[src/rtl/fetch_pkg.sv]
// Shared types and constants for the fetch-stage PC controller.
package fetch_pkg;

  typedef enum logic [1:0] {
    BOOT  = 2'd0,
    FETCH = 2'd1,
    MISS  = 2'd2
  } state_e;

  localparam int unsigned INSTR_BYTES      = 4;
  localparam logic [31:0] DEFAULT_RESET_PC = 32'h0000_0000;
  localparam int unsigned TIMEOUT_W        = 8;

  function automatic logic [TIMEOUT_W-1:0] sat_inc(input logic [TIMEOUT_W-1:0] v,
                                                   input logic [TIMEOUT_W-1:0] lim);
    return (v >= lim) ? lim : v + TIMEOUT_W'(1);
  endfunction

endpackage

[src/rtl/fetch_pc_ctrl_if.sv]
// Handshake bundle between the fetch controller, the I-cache front port and decode/hazard.
interface fetch_pc_ctrl_if #(
  parameter int unsigned XLEN = 32
);
  logic            Redirect;
  logic [XLEN-1:0] RedirectPC;
  logic            Stall;
  logic            IC_Ready;
  logic            IC_Req;
  logic [XLEN-1:0] PC;
  logic [XLEN-1:0] PCNext;
  logic            PCEn;
  logic            FetchValid;
  logic            Timeout;

  modport slave (
    input  Redirect, RedirectPC, Stall, IC_Ready,
    output IC_Req, PC, PCNext, PCEn, FetchValid, Timeout
  );

  modport master (
    output Redirect, RedirectPC, Stall, IC_Ready,
    input  IC_Req, PC, PCNext, PCEn, FetchValid, Timeout
  );
endinterface

[src/rtl/pc_reg.sv]
// Program counter register with load enable and asynchronous reset to the boot address.
module pc_reg #(
  parameter int unsigned     XLEN     = 32,
  parameter logic [XLEN-1:0] RESET_PC = '0
) (
  input  logic            clk,
  input  logic            rst,
  input  logic            en,
  input  logic [XLEN-1:0] d,
  output logic [XLEN-1:0] q
);

  always_ff @(posedge clk or posedge rst) begin
    if (rst) begin
      q <= RESET_PC;
    end else if (en) begin
      q <= d;
    end
  end

endmodule

[src/rtl/fetch_pc_ctrl.sv]
// Fetch-stage controller: sequences the PC against the I-cache handshake, holding on misses
// and stalls, and deferring redirects that arrive while a miss is outstanding.
module fetch_pc_ctrl
  import fetch_pkg::*;
#(
  parameter int unsigned     XLEN     = 32,
  parameter logic [XLEN-1:0] RESET_PC = XLEN'(DEFAULT_RESET_PC),
  parameter int unsigned     TIMEOUT  = 255
) (
  input logic            CLK,
  input logic            RST,
  fetch_pc_ctrl_if.slave bus
);

  localparam logic [TIMEOUT_W-1:0] TimeoutLim = TIMEOUT_W'(TIMEOUT);
  localparam logic [XLEN-1:0]      AlignMask  = ~XLEN'(INSTR_BYTES - 1);

  state_e                 state_q, state_d;
  logic                   pend_q, pend_d;
  logic [XLEN-1:0]        pend_pc_q, pend_pc_d;
  logic [TIMEOUT_W-1:0]   cnt_q, cnt_d;
  logic                   timeout_q, timeout_d;

  logic [XLEN-1:0]        pc, pc_next, pc_inc, redir_pc;
  logic                   pc_en, ic_req, fetch_valid;

  assign redir_pc = bus.RedirectPC & AlignMask;
  assign pc_inc   = pc + XLEN'(INSTR_BYTES);

  pc_reg #(
    .XLEN     (XLEN),
    .RESET_PC (RESET_PC)
  ) u_pc_reg (
    .clk (CLK),
    .rst (RST),
    .en  (pc_en),
    .d   (pc_next),
    .q   (pc)
  );

  always_ff @(posedge CLK or posedge RST) begin
    if (RST) begin
      state_q   <= BOOT;
      pend_q    <= 1'b0;
      pend_pc_q <= '0;
      cnt_q     <= '0;
      timeout_q <= 1'b0;
    end else begin
      state_q   <= state_d;
      pend_q    <= pend_d;
      pend_pc_q <= pend_pc_d;
      cnt_q     <= cnt_d;
      timeout_q <= timeout_d;
    end
  end

  always_comb begin
    state_d     = state_q;
    pend_d      = pend_q;
    pend_pc_d   = pend_pc_q;
    cnt_d       = cnt_q;
    timeout_d   = timeout_q;
    ic_req      = 1'b0;
    pc_en       = 1'b0;
    pc_next     = pc;
    fetch_valid = 1'b0;

    unique case (state_q)
      BOOT: begin
        state_d = FETCH;
      end

      FETCH: begin
        ic_req = 1'b1;
        if (bus.Redirect) begin
          pc_en   = 1'b1;
          pc_next = redir_pc;
        end else if (bus.IC_Ready) begin
          fetch_valid = 1'b1;
          if (!bus.Stall) begin
            pc_en   = 1'b1;
            pc_next = pc_inc;
          end
        end else begin
          state_d = MISS;
          cnt_d   = TIMEOUT_W'(1);
          if (TimeoutLim <= TIMEOUT_W'(1)) timeout_d = 1'b1;
        end
      end

      MISS: begin
        ic_req = 1'b1;
        if (bus.IC_Ready) begin
          state_d = FETCH;
          cnt_d   = '0;
          pend_d  = 1'b0;
          // A same-cycle redirect is newer than anything captured during the miss.
          if (bus.Redirect || pend_q) begin
            pc_en   = 1'b1;
            pc_next = bus.Redirect ? redir_pc : pend_pc_q;
          end else begin
            fetch_valid = 1'b1;
            if (!bus.Stall) begin
              pc_en   = 1'b1;
              pc_next = pc_inc;
            end
          end
        end else begin
          if (bus.Redirect) begin
            pend_d    = 1'b1;
            pend_pc_d = redir_pc;
          end
          cnt_d = sat_inc(cnt_q, TimeoutLim);
          if (cnt_d == TimeoutLim) timeout_d = 1'b1;
        end
      end

      default: begin
        state_d = BOOT;
      end
    endcase
  end

  assign bus.IC_Req     = ic_req;
  assign bus.PC         = pc;
  assign bus.PCNext     = pc_next;
  assign bus.PCEn       = pc_en;
  assign bus.FetchValid = fetch_valid;
  assign bus.Timeout    = timeout_q;

endmodule

[src/flat_wrapper.sv]
// flat-port wrapper written by rule: the top's interface ports become plain ports
module fetch_pc_ctrl_flat import fetch_pkg::*;
#(
  parameter int unsigned     XLEN     = 32,
  parameter logic [XLEN-1:0] RESET_PC = XLEN'(DEFAULT_RESET_PC),
  parameter int unsigned     TIMEOUT  = 255
)
  (CLK, RST, bus_Redirect, bus_RedirectPC, bus_Stall, bus_IC_Ready, bus_IC_Req, bus_PC, bus_PCNext, bus_PCEn, bus_FetchValid, bus_Timeout);
  fetch_pc_ctrl_if #(.XLEN(XLEN)) bus_i ();
  input logic CLK;
  input logic RST;
  input wire logic [$bits(bus_i.Redirect)-1:0] bus_Redirect;
  input wire logic [$bits(bus_i.RedirectPC)-1:0] bus_RedirectPC;
  input wire logic [$bits(bus_i.Stall)-1:0] bus_Stall;
  input wire logic [$bits(bus_i.IC_Ready)-1:0] bus_IC_Ready;
  output wire logic [$bits(bus_i.IC_Req)-1:0] bus_IC_Req;
  output wire logic [$bits(bus_i.PC)-1:0] bus_PC;
  output wire logic [$bits(bus_i.PCNext)-1:0] bus_PCNext;
  output wire logic [$bits(bus_i.PCEn)-1:0] bus_PCEn;
  output wire logic [$bits(bus_i.FetchValid)-1:0] bus_FetchValid;
  output wire logic [$bits(bus_i.Timeout)-1:0] bus_Timeout;
  assign bus_i.Redirect = bus_Redirect;
  assign bus_i.RedirectPC = bus_RedirectPC;
  assign bus_i.Stall = bus_Stall;
  assign bus_i.IC_Ready = bus_IC_Ready;
  assign bus_IC_Req = bus_i.IC_Req;
  assign bus_PC = bus_i.PC;
  assign bus_PCNext = bus_i.PCNext;
  assign bus_PCEn = bus_i.PCEn;
  assign bus_FetchValid = bus_i.FetchValid;
  assign bus_Timeout = bus_i.Timeout;
  fetch_pc_ctrl #(.XLEN(XLEN), .RESET_PC(RESET_PC), .TIMEOUT(TIMEOUT)) u_core (.CLK(CLK), .RST(RST), .bus(bus_i));
endmodule
[config.mk]
export PLATFORM = sky130hd
export DESIGN_NAME = fetch_pc_ctrl_flat
export DESIGN_NICKNAME = d
export VERILOG_FILES = /design/src/rtl/fetch_pkg.sv /design/src/rtl/fetch_pc_ctrl_if.sv /design/src/rtl/pc_reg.sv /design/src/rtl/fetch_pc_ctrl.sv /design/src/flat_wrapper.sv
export SDC_FILE = /design/constraint.sdc
export NUM_CORES = 1
export LEC_CHECK = 0
export ABC_AREA = 1
export CORE_UTILIZATION = 58
export CTS_CLUSTER_DIAMETER = 50
export CTS_CLUSTER_SIZE = 14
export DETAILED_ROUTE_END_ITERATION = 12
export GPL_ROUTABILITY_DRIVEN = 0
export PLACE_DENSITY_LB_ADDON = 0.2
export SYNTH_ARGS = -nofsm -noshare
export SYNTH_HDL_FRONTEND = slang
export SYNTH_SLANG_ARGS = --single-unit
[constraint.sdc]
create_clock -name CLK -period 3.2 [get_ports CLK]
set_input_delay 0.32 -clock CLK [delete_from_list [all_inputs] [get_ports CLK]]
set_output_delay 0.32 -clock CLK [all_outputs]
set_load 0.005 [all_outputs]
== After elaboration in Yosys (flattened, before gate mapping) ==
Cells that the tools add are included.
Storage, ports and cells
  register bits: 76
  output and inout port bits: 68
  word-level logic and storage cells: 56
Operators by class
  add/subtract/negate cells: 2
  order comparisons: 1
  eq/ne operators: 6
  mux-type cells: 30
  bitwise logic cells: 1
  reductions and logical operators: 10
Operators with widths (count)
  32-bit two-way mux: 6
  32-bit one-hot mux with 2 select lines: 1
  32-bit by 3-bit adder with 32-bit output (second input constant): 1
  8-bit two-way mux: 4
  8-bit one-hot mux with 2 select lines: 1
  1-bit two-way mux: 12
  3-bit AND reduction: 3
  8-bit by 1-bit adder with 8-bit output (second input constant): 1
  8-bit equality test (second input constant): 1
  8-bit >= comparator (second input constant): 1
  2-bit two-way mux: 3
  2-bit inequality test (second input constant): 3
  2-bit one-hot mux with 3 select lines: 1
  1-bit one-hot mux with 2 select lines: 2
  2-bit AND reduction: 2
  2-bit nonzero test: 2
  2-bit by 1-bit equality test with 1-bit output (second input constant): 1
  2-bit equality test (second input constant): 1
  2-bit logical NOT: 1
  2-bit OR reduction: 1
  1-bit logical OR: 1
  1-bit inverter: 1

== Logic depth before layout (Yosys ltp) ==
Gate-level depths: netlist (run 1).
  depth in word-level cells: 5
  mapped depth: 15
  mapped depth without buffers: 15

== Hierarchy ==
Synthesis (run 1) repeated with hierarchy kept, for this count alone.
Unflattened totals
  cells, all modules: 933
  area, all modules: 5992.0 um2
By module, submodules not included
  fetch_pc_ctrl: instances 1, cells an instance 796, area an instance 4695.8 um2, seq. area each 1101.1 um2
  pc_reg: instances 1, cells an instance 137, area an instance 1296.2 um2, seq. area each 800.8 um2

== Worst setup path before layout (run 1) ==
No wires, ideal clock.
  path type: flip-flop to output port
  start: register u_core.u_pc_reg.q[2]
  end: output port bus_PCNext[16]
  arrival: 1.563 ns
  path slack: 1.317 ns
  cell stages (with the launch flop): 12
  buffers on the path: 0
  path through: dfrtp_1 ha_1 nand2_2 nor2_4 nand3_2 o21ai_0 nand2_1 nand2_1 nand2_1 nand2_1 nand2_1 a22oi_1
On the way
  word-level cells in the longest chain between the ends: 5
  elaborated cells on any way between the ends: 7
  those cells by class: 1 x add/sub; 6 x mux
Ends and longest elaborated chain
  start, declared: RTL line pc_reg.sv:10  | output logic [XLEN-1:0] q
  start signal, assigned: RTL line pc_reg.sv:15  | q <= RESET_PC;
  start signal, assigned: RTL line pc_reg.sv:17  | q <= d;
  32-bit by 3-bit adder with 32-bit output (*): RTL line fetch_pc_ctrl.sv:28  | assign pc_inc = pc + XLEN'(INSTR_BYTES);
  32-bit two-way mux (*): RTL line fetch_pc_ctrl.sv:80, fetch_pc_ctrl.sv:103
  32-bit two-way mux (on tied branches): RTL line fetch_pc_ctrl.sv:98, fetch_pc_ctrl.sv:78
  32-bit two-way mux (on tied branches): RTL line fetch_pc_ctrl.sv:93, fetch_pc_ctrl.sv:75
  32-bit one-hot mux with 2 select lines (*): RTL line fetch_pc_ctrl.sv:68  | unique case (state_q)
  end, declared: RTL line flat_wrapper.sv:18  | output wire logic [$bits(bus_i.PCNext)-1:0] bus_PCNext;
Every way passes the cells marked *; elsewhere a longest branch is shown, timed or not.

== Worst setup path after layout (run 1) ==
Same ends and word-level chain as after synthesis.

==> results of run 1 <==
cell type report:
class                   instances  share of cell area, %
multi-input cells             730                   47.4
flip-flops and latches         76                   25.8
repair buffers                124                   16.6
inverters                     110                   5.58
well taps                     133                   2.25
clock buffers                  10                   1.86
clock inverters                 6                  0.541
stage by stage:
stage	total power, uW	hold WS [ns]
after detailed placement	6240	0.461
after global routing	7580	0.381
after floorplan	4240	0.436
after CTS	6960	0.382
final	7060	0.361
after global placement	6140	0.450
sequential cells by signal, summed over array words and instances (netlist names):
register	count
u_core.bus.Timeout	1
u_core.cnt_q	8
u_core.pend_pc_q	32
u_core.pend_q	1
u_core.state_q	2
u_core.u_pc_reg.q	32
synth_stat cells:
cell	instances
a211oi_1	2
o2111ai_1	7
dfrtp_1	76
ha_1	6
o21a_1	2
nor3b_1	2
inv_2	6
o211ai_4	1
o21bai_1	1
buf_1	3
nand2_1	302
nor4_1	1
clkinv_1	2
a21boi_0	2
a22oi_1	15
a31oi_1	8
xnor2_1	3
nand3_1	76
o21ai_0	75
inv_1	102
nand2_2	2
a311oi_1	22
buf_6	2
o21ai_2	1
o22ai_1	12
nand4_1	9
nor2_1	118
xor2_1	5
clkbuf_2	1
nand3b_1	3
nor3_1	4
clkbuf_1	17
nor2_2	10
nor2_4	4
or2_2	2
o21ai_1	6
or2_0	1
nand3_2	2
o211ai_1	3
buf_4	1
a21oi_1	23
buf_2	20
power breakdown:
group | internal, uW | total, uW | switching (uW)
Combinational | 2060 | 4520 | 2460
Sequential | 1370 | 1840 | 474
Clock | 300 | 701 | 401
worst register-to-register path, cell delays in order (launching register included):
cell and delay, ns:
dfrtp_1 0.38, inv_1 0.09, ha_1 0.23, inv_2 0.45, nor2_2 0.07, inv_1 0.10, nor2_2 0.07, inv_1 0.75
nand2_1 0.11, o21ai_0 0.13
cell families (layout without fill, tap and decap cells):
group                    after synthesis  count (layout)
adder cells (fa/ha/maj)                6               6
buffers and inverters                154             250
AO/OA/AOI/OAI                        180             180
AND/OR/NAND/NOR                      536             536
XOR/XNOR                               8               8
flip-flops                            76              76
worst paths after layout:
path / start / end / slack (ns) / cells past startpoint
max in group asynchronous: RST / u_core.u_pc_reg.q[3] / 2.46 / 3
setup / recovery: u_core.u_pc_reg.q[2] / bus_PCNext[16] / 0.15 / 12
hold reg to reg: u_core.pend_pc_q[0] / u_core.pend_pc_q[0] / 0.48 / 2
hold / removal: RST / u_core.cnt_q[6] / 0.36 / 3
setup reg to reg: u_core.state_q[0] / u_core.pend_pc_q[26] / 0.74 / 9
min in group CLK: bus_IC_Ready / u_core.cnt_q[0] / 0.45 / 4
metal layers:
| layer | wire [microns] | share of wire [%] | vias up |
|---|---|---|---|
| li1 | - | - | 3328 |
| met1 | 7580 | 40 | 3144 |
| met2 | 8500 | 44 | 472 |
| met3 | 2390 | 12 | 73 |
| met4 | 689 | 3.6 | 0 |
| met5 | 0 | 0 | - |
==> results.yml, run 1 <==
synth:
  synth_area_leaders: "dfrtp_1, nand2_1, nor2_1"
  yosys.area.top_type: "dfrtp_1"
  yosysSeqAreaShare_pct: 31.6
  synth_top_family_by_area: "simple AND/OR/NAND/NOR gates"
  synth-compound-area-share_pct: 18.6
  synth_fp_nets: 1003
  synth_seq_cells: 76
  yosys.area_share.simple_pct: 37.1
  ys_warn_count: 0
  synth_adder_area_share_pct: 1.25
  yosys.area.top_type_share_pct: 31.6
  avgSynthCellArea_sq_um: 6.27
  muxShareOfSynthArea_pct: 0
  ys_types: 42
  syn_area_sq_um: 6020
  synth_cells: 960
  synth_xor_area_share_pct: 1.16
run_status:
  status: "completed"
floorplan:
  core_sq_um: 9910
  dieArea_sq_um: 10800
  die_w_microns: 104
  initial_core_util_pct: 60.8
  ios: 105
  chipHeight_microns: 104
  rows: 36
global_routing:
  grt_pass1_vias: 6479
  overflow: 0
  grt_use_met3_pct: 6.27
  groute.usage.overall_pct: 36.0
  grtUsageMet1_pct: 48.4
  grt_pass1_wl_microns: 31200
  met2_usage_pct: 56.7
  globalRoute.busiestLayer: "met2"
  grt_max_degree: 77
  antenna_found_initial: 0
finish:
  postLayoutCellArea_sq_um: 7400
  multi_input_area_sq_um: 3510
  final_cell_mix: "nand2_1, nor2_1, inv_1, clkdlybuf4s50_1, nand3_1"
  drive_gt1_share_pct: 7.39
  final-seq-area_sq_um: 1910
  final_common_cell: "nand2_1"
  num-nets-final: 1094
  fin_util_pct: 74.7
  n_fill_cell: 835
  area_growth_pct: 22.9
  num_antenna_cells: 0
  stdcell_count: 1189
place:
  hpwl_microns: 13100
  numPortBuffers: 102
  placed_area_sq_um: 7210
  placedCellCount: 1173
  dp_slack_ns: 0.243
worst_setup_path:
  required_ns: 2.88
  crit_chain: "ha_1 > nand2_2 > nor2_4 > nand3_2 > o21ai_0 > nand2_1 > nand2_1 > nand2_1 > nand2_1 > nand2_1 > a22oi_1 > clkdlybuf4s50_1"
  cpMaxStageDelayCell: "clkdlybuf4s50_1"
  endpoint_kind: "primary output"
  start_kind: "flop"
  critPathMaxStageDelay_ns: 0.53
  critPathMaxFanout: 7
  worst-path-buf-inv: 1
  crit_path_frequent_cell: "nand2_1"
  arrival_ns: 2.73
  criticalPathCategory: "flop to primary output"
  worst_path_dominant_cell_family: "simple AND/OR/NAND/NOR gates"
clocking:
  root_buffer: "clkbuf_8"
  h-tree-depth: 3
  clk_pin_slew_ns: 0.08
  cts_made_buffers: 9
  clockBufferDepth: 2
  hold_buffers: 0
  clock_sinks: 76
  cts.repair.resized: 0
  clk_latency_ns: 0.37
  postCtsSetupBuffers: 0
  cts_tree: "yes"
routing:
  totalWireLength_microns: 19200
  firstDrtPassIters: 6
  drc: 0
  wire_per_inst_microns: 16.1
  vias: 7017
  routed_via_density: 5.90
  drt_iter0_drc: 739
  drt.antenna.violating_nets: 0
flow_run:
  maxCapViolations: 0
timing:
  skew_ns: 0.00833
  max_slew_margin_pct: 33.0
  timing.final.ws_setup_ns: 0.147
  tightest_slew_ns: 1.00
  clock.fmax_mhz: 328
  timing.final.crit_period_ns: 3.05
  setup_viol: 0
  fin_setup_tns_ns: 0
  rsz0062_at_grt: "false"
  finalCritPeriodShare_pct: 95.4
  slew_violations: 0
  hold_viol_final: 0
power:
  ir_drop_mv: 0.516
  p_leak_uw: 0.00335
  p_per_area_nw_per_um2: 953
hold_path:
  hold_class: "input port to asynchronous set/reset pin"
Note: power is estimated with default switching activity, not from simulation.
==> run 2, diff against run 1 <==
CORE_ASPECT_RATIO = 0.6   (was unset)
RECOVER_POWER = 50   (was unset)
==> run 2 against run 1 <==
  * The run now ends with max-capacitance violations, max-slew violations left
  * Power increased by 8.5%
  * Count of clock-buffer cells in the layout increased by 1
  * Critical path depth decreased by 2
  * Sequential cell count unchanged
  * Wire length increased by 9.5%
  * Setup slack got worse by 0.060 ns
  * Final cell count unchanged
  * Critical path type unchanged
  * Sequential power increased by 3%
  * First-iteration DRC count increased by 49%
  * Sequential share of layout area decreased by 0.58 points
==> results.yml, run 2 (same netlist as run 1, synthesis figures left out) <==
floorplan:
  rows: 28
  die_w_microns: 134
  dieArea_sq_um: 10800
  ios: 105
  core_sq_um: 9980
  chipHeight_microns: 80.9
  initial_core_util_pct: 60.3
worst_setup_path:
  r2r_cells: 9
  crit_chain: "ha_1 > nand2_2 > nor2_4 > nand3_2 > xnor2_1 > o21ai_0 > nand4_1 > o21ai_0 > inv_1 > clkdlybuf4s50_1"
  critPathMaxFanout: 7
  start_kind: "flop"
  worst_path_dominant_cell_family: "simple AND/OR/NAND/NOR gates"
  criticalPathCategory: "flop to primary output"
  critPathMaxStageDelay_ns: 0.44
  cpMaxStageDelayCell: "dfrtp_2"
  worstSetupPathDepth: 10
  worst-path-buf-inv: 2
  required_ns: 2.88
  arrival_ns: 2.79
  crit_path_frequent_cell: "o21ai_0"
  endpoint_kind: "primary output"
routing:
  vias: 7205
  drc: 0
  routed_via_density: 6.06
  wire_per_inst_microns: 17.6
  drt.antenna.violating_nets: 0
  totalWireLength_microns: 21000
  firstDrtPassIters: 8
  drt_iter0_drc: 1104
hold_path:
  holdPathStages: 2
  hold_class: "flop to flop"
finish:
  final_common_cell: "nand2_1"
  drive_gt1_share_pct: 6.64
  reg.largest.list: "u_core.pend_pc_q x32, u_core.u_pc_reg.q x32, u_core.cnt_q x8"
  fin_util_pct: 75.6
  area_growth_pct: 25.4
  num-nets-final: 1093
  n_fill_cell: 829
  final_cell_mix: "nand2_1, nor2_1, inv_1, nand3_1, clkdlybuf4s50_1"
  num_antenna_cells: 0
  stdcell_count: 1189
clocking:
  root_buffer: "clkbuf_16"
  h-tree-depth: 3
  clockBufferDepth: 2
  cts_made_buffers: 9
  clk_pin_slew_ns: 0.06
  clk_latency_ns: 0.34
  hold_buffers: 0
  clock_sinks: 76
  postCtsSetupBuffers: 0
  cts_tree: "yes"
timing:
  setup_viol: 0
  skew_ns: 0.00538
  hold_viol_final: 0
  slew_violations: 37
  timing.final.crit_period_ns: 3.11
  clock.fmax_mhz: 321
  holdWs_ns: 0.474
  max_slew_margin_pct: -20.7
  finalCritPeriodShare_pct: 97.3
  tightest_slew_ns: 1.80
power:
  ir_drop_mv: 0.558
  p_leak_uw: 0.00341
  p_per_area_nw_per_um2: 1010
global_routing:
  grt_max_degree: 39
  groute.usage.overall_pct: 39.9
  antenna_found_initial: 0
  overflow: 0
  grt_pass1_vias: 6459
  grt_pass1_wl_microns: 33100
place:
  numPortBuffers: 102
  placedCellCount: 1174
  hpwl_microns: 14600
flow_run:
  maxCapViolations: 1
run_status:
  status: "finished, violations left"
  violations: "max-capacitance violations, max-slew violations"
## run 2: cell types whose count changed in the layout (fill, tap and decap cells not counted), sizes merged
cell,delta
buf,-3
dlygate4sd3,+24
bufinv,+3
inv,-1
clkbuf,+3
clkdlybuf4s50,-24
clkinv,-2
clkinvlp,-2
## run 2: power by group
part	switching [uW]	internal, uW	total (uW)	leakage (uW)
registers	535	1360	1900	0.000915
clock network	407	779	1190	0.000162
logic	2590	1980	4570	0.00233
## run 2: worst reg2reg max path: stages (launching register included)
cell     delay (ns)
dfrtp_1        0.40
inv_1          0.11
ha_1           0.20
inv_2          0.25
nor2_1         0.71
inv_1          0.19
nor2_2         0.26
inv_1          0.48
nand2_1        0.19
o21ai_0        0.11
## run 2: repair_timing
action / in CTS / in global routing
hold endpoints to repair: 0 / 0
endpoints found under the setup margin: 0 / 15
gates resized for setup: 0 / 14
## run 2: path summary, 6_finish.rpt
check | slack, ns | start | end
max | 0.09 | u_core.u_pc_reg.q[2] | bus_PCNext[14]
min | 0.47 | u_core.pend_pc_q[1] | u_core.pend_pc_q[1]
max reg2reg | 0.18 | u_core.state_q[0] | u_core.pend_pc_q[29]
min reg2reg | 0.47 | u_core.pend_pc_q[1] | u_core.pend_pc_q[1]
max in group asynchronous | 0.85 | RST | u_core.u_pc_reg.q[14]
min in group asynchronous | 0.88 | RST | u_core.u_pc_reg.q[9]
## run 2: layout make-up
type	count	area [sq um]	area share [%]
Inverter	110	414	5.48
Sequential cell	76	1910	25.3
Multi-Input combinational cell	730	3520	46.6
Clock inverter	4	97.6	1.29
Timing Repair Buffer	123	1200	15.9
Tap cell	135	169	2.24
Clock buffer	11	243	3.21
## run 2: through the flow
step | cell area [sq um] | worst slack, ns | power, uW | TNS, ns
6_report | 7550 | 0.0862 | 7650 | 0
5_1_grt | 7550 | -0.00732 | 8130 | -0.00732
4_1_cts | 7530 | 0.0739 | 7510 | 0
3_5_place_dp | 7190 | 0.296 | 6280 | 0
3_3_place_gp | 7190 | 0.312 | 6180 | 0
2_1_floorplan | 6020 | 0.942 | 4240 | 0
## run 2: metal layers
| metal | GRT usage (%) | wire (microns) |
|---|---|---|
| met1 | 57.0 | 8490 |
| met2 | 57.1 | 8270 |
| met3 | 13.9 | 3750 |
| met4 | 10.2 | 474 |
| met5 | 0 | 0 |
==> run 3, diff against run 2 <==
REMOVE_ABC_BUFFERS = 1   (was unset)
==> run 3 against run 2 <==
  * The run now ends clean
  * Non-clock buffer count is 8 higher
  * Global-route usage decreased by 0.64 points
  * Clock skew barely moved
  * Count of clock-buffer cells in the layout down 1
  * Wire length fell by 2.2%
  * Die area unchanged
  * Critical path type unchanged
  * Largest power group unchanged
==> results.yml, run 3 (same netlist as run 1, synthesis figures left out) <==
run_status:
  status: "completed"
floorplan:
  ios: 105
  rows: 28
  die_w_microns: 134
  chipHeight_microns: 80.9
  core_sq_um: 9980
  dieArea_sq_um: 10800
  initial_core_util_pct: 60.3
power:
  ir_drop_mv: 0.686
  finalPower_uw: 7440
  p_sw_uw: 3440
  p_per_area_nw_per_um2: 987
  clockPowerShare_pct: 14.2
  p_leak_uw: 0.00343
  seq_power_share_pct: 24.8
  combPwrFrac_pct: 60.9
  internal_power_uw: 4000
  swShare_pct: 46.2
routing:
  drt.antenna.violating_nets: 0
  wire_per_inst_microns: 17.1
  totalWireLength_microns: 20500
  firstDrtPassIters: 8
  vias: 7140
  routed_via_density: 5.96
  drt_iter0_drc: 1114
  drc: 0
global_routing:
  antenna_found_initial: 0
  overflow: 0
  groute.usage.overall_pct: 39.3
  grt_pass1_wl_microns: 33000
  grt_pass1_vias: 6594
  grt_max_degree: 49
clocking:
  h-tree-depth: 3
  clk_latency_ns: 0.35
  hold_buffers: 0
  cts_made_buffers: 9
  clock_sinks: 76
  cts_tree: "yes"
  root_buffer: "clkbuf_16"
  clk_pin_slew_ns: 0.06
  clockBufferDepth: 2
timing:
  finalCritPeriodShare_pct: 97.3
  clock.fmax_mhz: 321
  slew_violations: 0
  skew_ns: 0.00541
  fin_setup_tns_ns: 0
  hold_viol_final: 0
  timing.final.crit_period_ns: 3.11
  tightest_slew_ns: 1.24
  setup_viol: 0
  max_slew_margin_pct: 17.1
  holdWs_ns: 0.483
  rsz0062_at_grt: "true"
  timing.final.ws_setup_ns: 0.0860
finish:
  final_common_cell: "nand2_1"
  reg.largest.list: "u_core.pend_pc_q x32, u_core.u_pc_reg.q x32, u_core.cnt_q x8"
  area_growth_pct: 25.1
  drive_gt1_share_pct: 7.43
  final-seq-area_sq_um: 1900
  num_antenna_cells: 0
  n_fill_cell: 828
  multi_input_area_sq_um: 3510
  final_cell_mix: "nand2_1, nor2_1, inv_1, clkdlybuf4s50_1, nand3_1"
  num-nets-final: 1101
worst_setup_path:
  start_kind: "flop"
  reg2reg_slack_ns: 0.36
  cpMaxStageDelayCell: "clkdlybuf4s50_1"
  arrival_ns: 2.79
  required_ns: 2.88
  criticalPathCategory: "flop to primary output"
  crit_path_frequent_cell: "nand2_1"
  critPathMaxFanout: 7
  crit_chain: "nand2_1 > nor2_4 > nand2_1 > nor2_2 > nand4_1 > nand3_1 > nand2_1 > nand2_1 > nand2_1 > a22oi_1 > clkdlybuf4s50_1"
  critPathMaxStageDelay_ns: 0.54
  endpoint_kind: "primary output"
place:
  hpwl_microns: 14000
  numPortBuffers: 102
  dp_slack_ns: 0.248
flow_run:
  maxCapViolations: 0
hold_path:
  hold_class: "flop to flop"
run 3: cell types whose count changed in the layout (fill, tap and decap cells not counted), moves of 3 or more:
cell	change
nor2_4	-3
buf_4	+9
nor2_2	+4
clkinvlp_4	+3
run 3: power groups by stage:
stage / sequential, uW / clock [uW] / combinational, uW
after global routing: 1880 / 1090 / 4990
after detailed placement: 1830 / 0 / 4420
after CTS: 1810 / 1060 / 4460
after floorplan: 1710 / 0 / 2400
final: 1850 / 1060 / 4530
after global placement: 1810 / 0 / 4340
run 3: worst max-delay path: cells and delay by family, from the launching register on:
family	cells	cell delay, ns
simple gates	9	1.20
compound gates	1	0.20
flops	1	0.50
buf+inv	1	0.54
run 3: routing by layer:
layer  up-vias  share of wire, %  GRT usage [%]
met1      3162                42           55.6
met4         0               2.2           13.3
met2       577                40           57.3
met5         -                 0              0
met3        50                15           11.3
li1       3351                 -              -
run 3: repair_timing:
item / CTS / global route
resized for setup: 0 / 13
endpoints found under the hold margin: 0 / 0
setup endpoints to repair: 0 / 15
setup buffers: 0 / 4
run 3: path summary, 6_finish.rpt:
check,startpoint,endpoint,cells after the start
worst max-delay path,u_core.u_pc_reg.q[8],bus_PCNext[23],11
worst min-delay path,u_core.pend_pc_q[27],u_core.pend_pc_q[27],2
worst max register to register,u_core.state_q[0],u_core.u_pc_reg.q[7],12
worst min register to register,u_core.pend_pc_q[27],u_core.pend_pc_q[27],2
max in group asynchronous,RST,u_core.u_pc_reg.q[2],3
min in group asynchronous,RST,u_core.u_pc_reg.q[0],2
run 3: cell type report:
cell class | count | share of cell area, %
Clock buffer | 10 | 3.17
Multi-Input combinational cell | 730 | 46.6
Sequential cell | 76 | 25.3
Clock inverter | 6 | 0.847
Inverter | 110 | 5.58
Timing Repair Buffer | 131 | 16.3
Tap cell | 135 | 2.24
run 3: metrics by stage:
stage | area (sq um) | util, % | instances
4_1_cts | 7500 | 75.1 | 1194
5_1_grt | 7540 | 75.5 | 1198
2_1_floorplan | 5810 | - | 916
6_report | 7540 | 75.5 | 1198
3_3_place_gp | 7190 | 72.0 | 1178
3_5_place_dp | 7190 | 72.0 | 1178
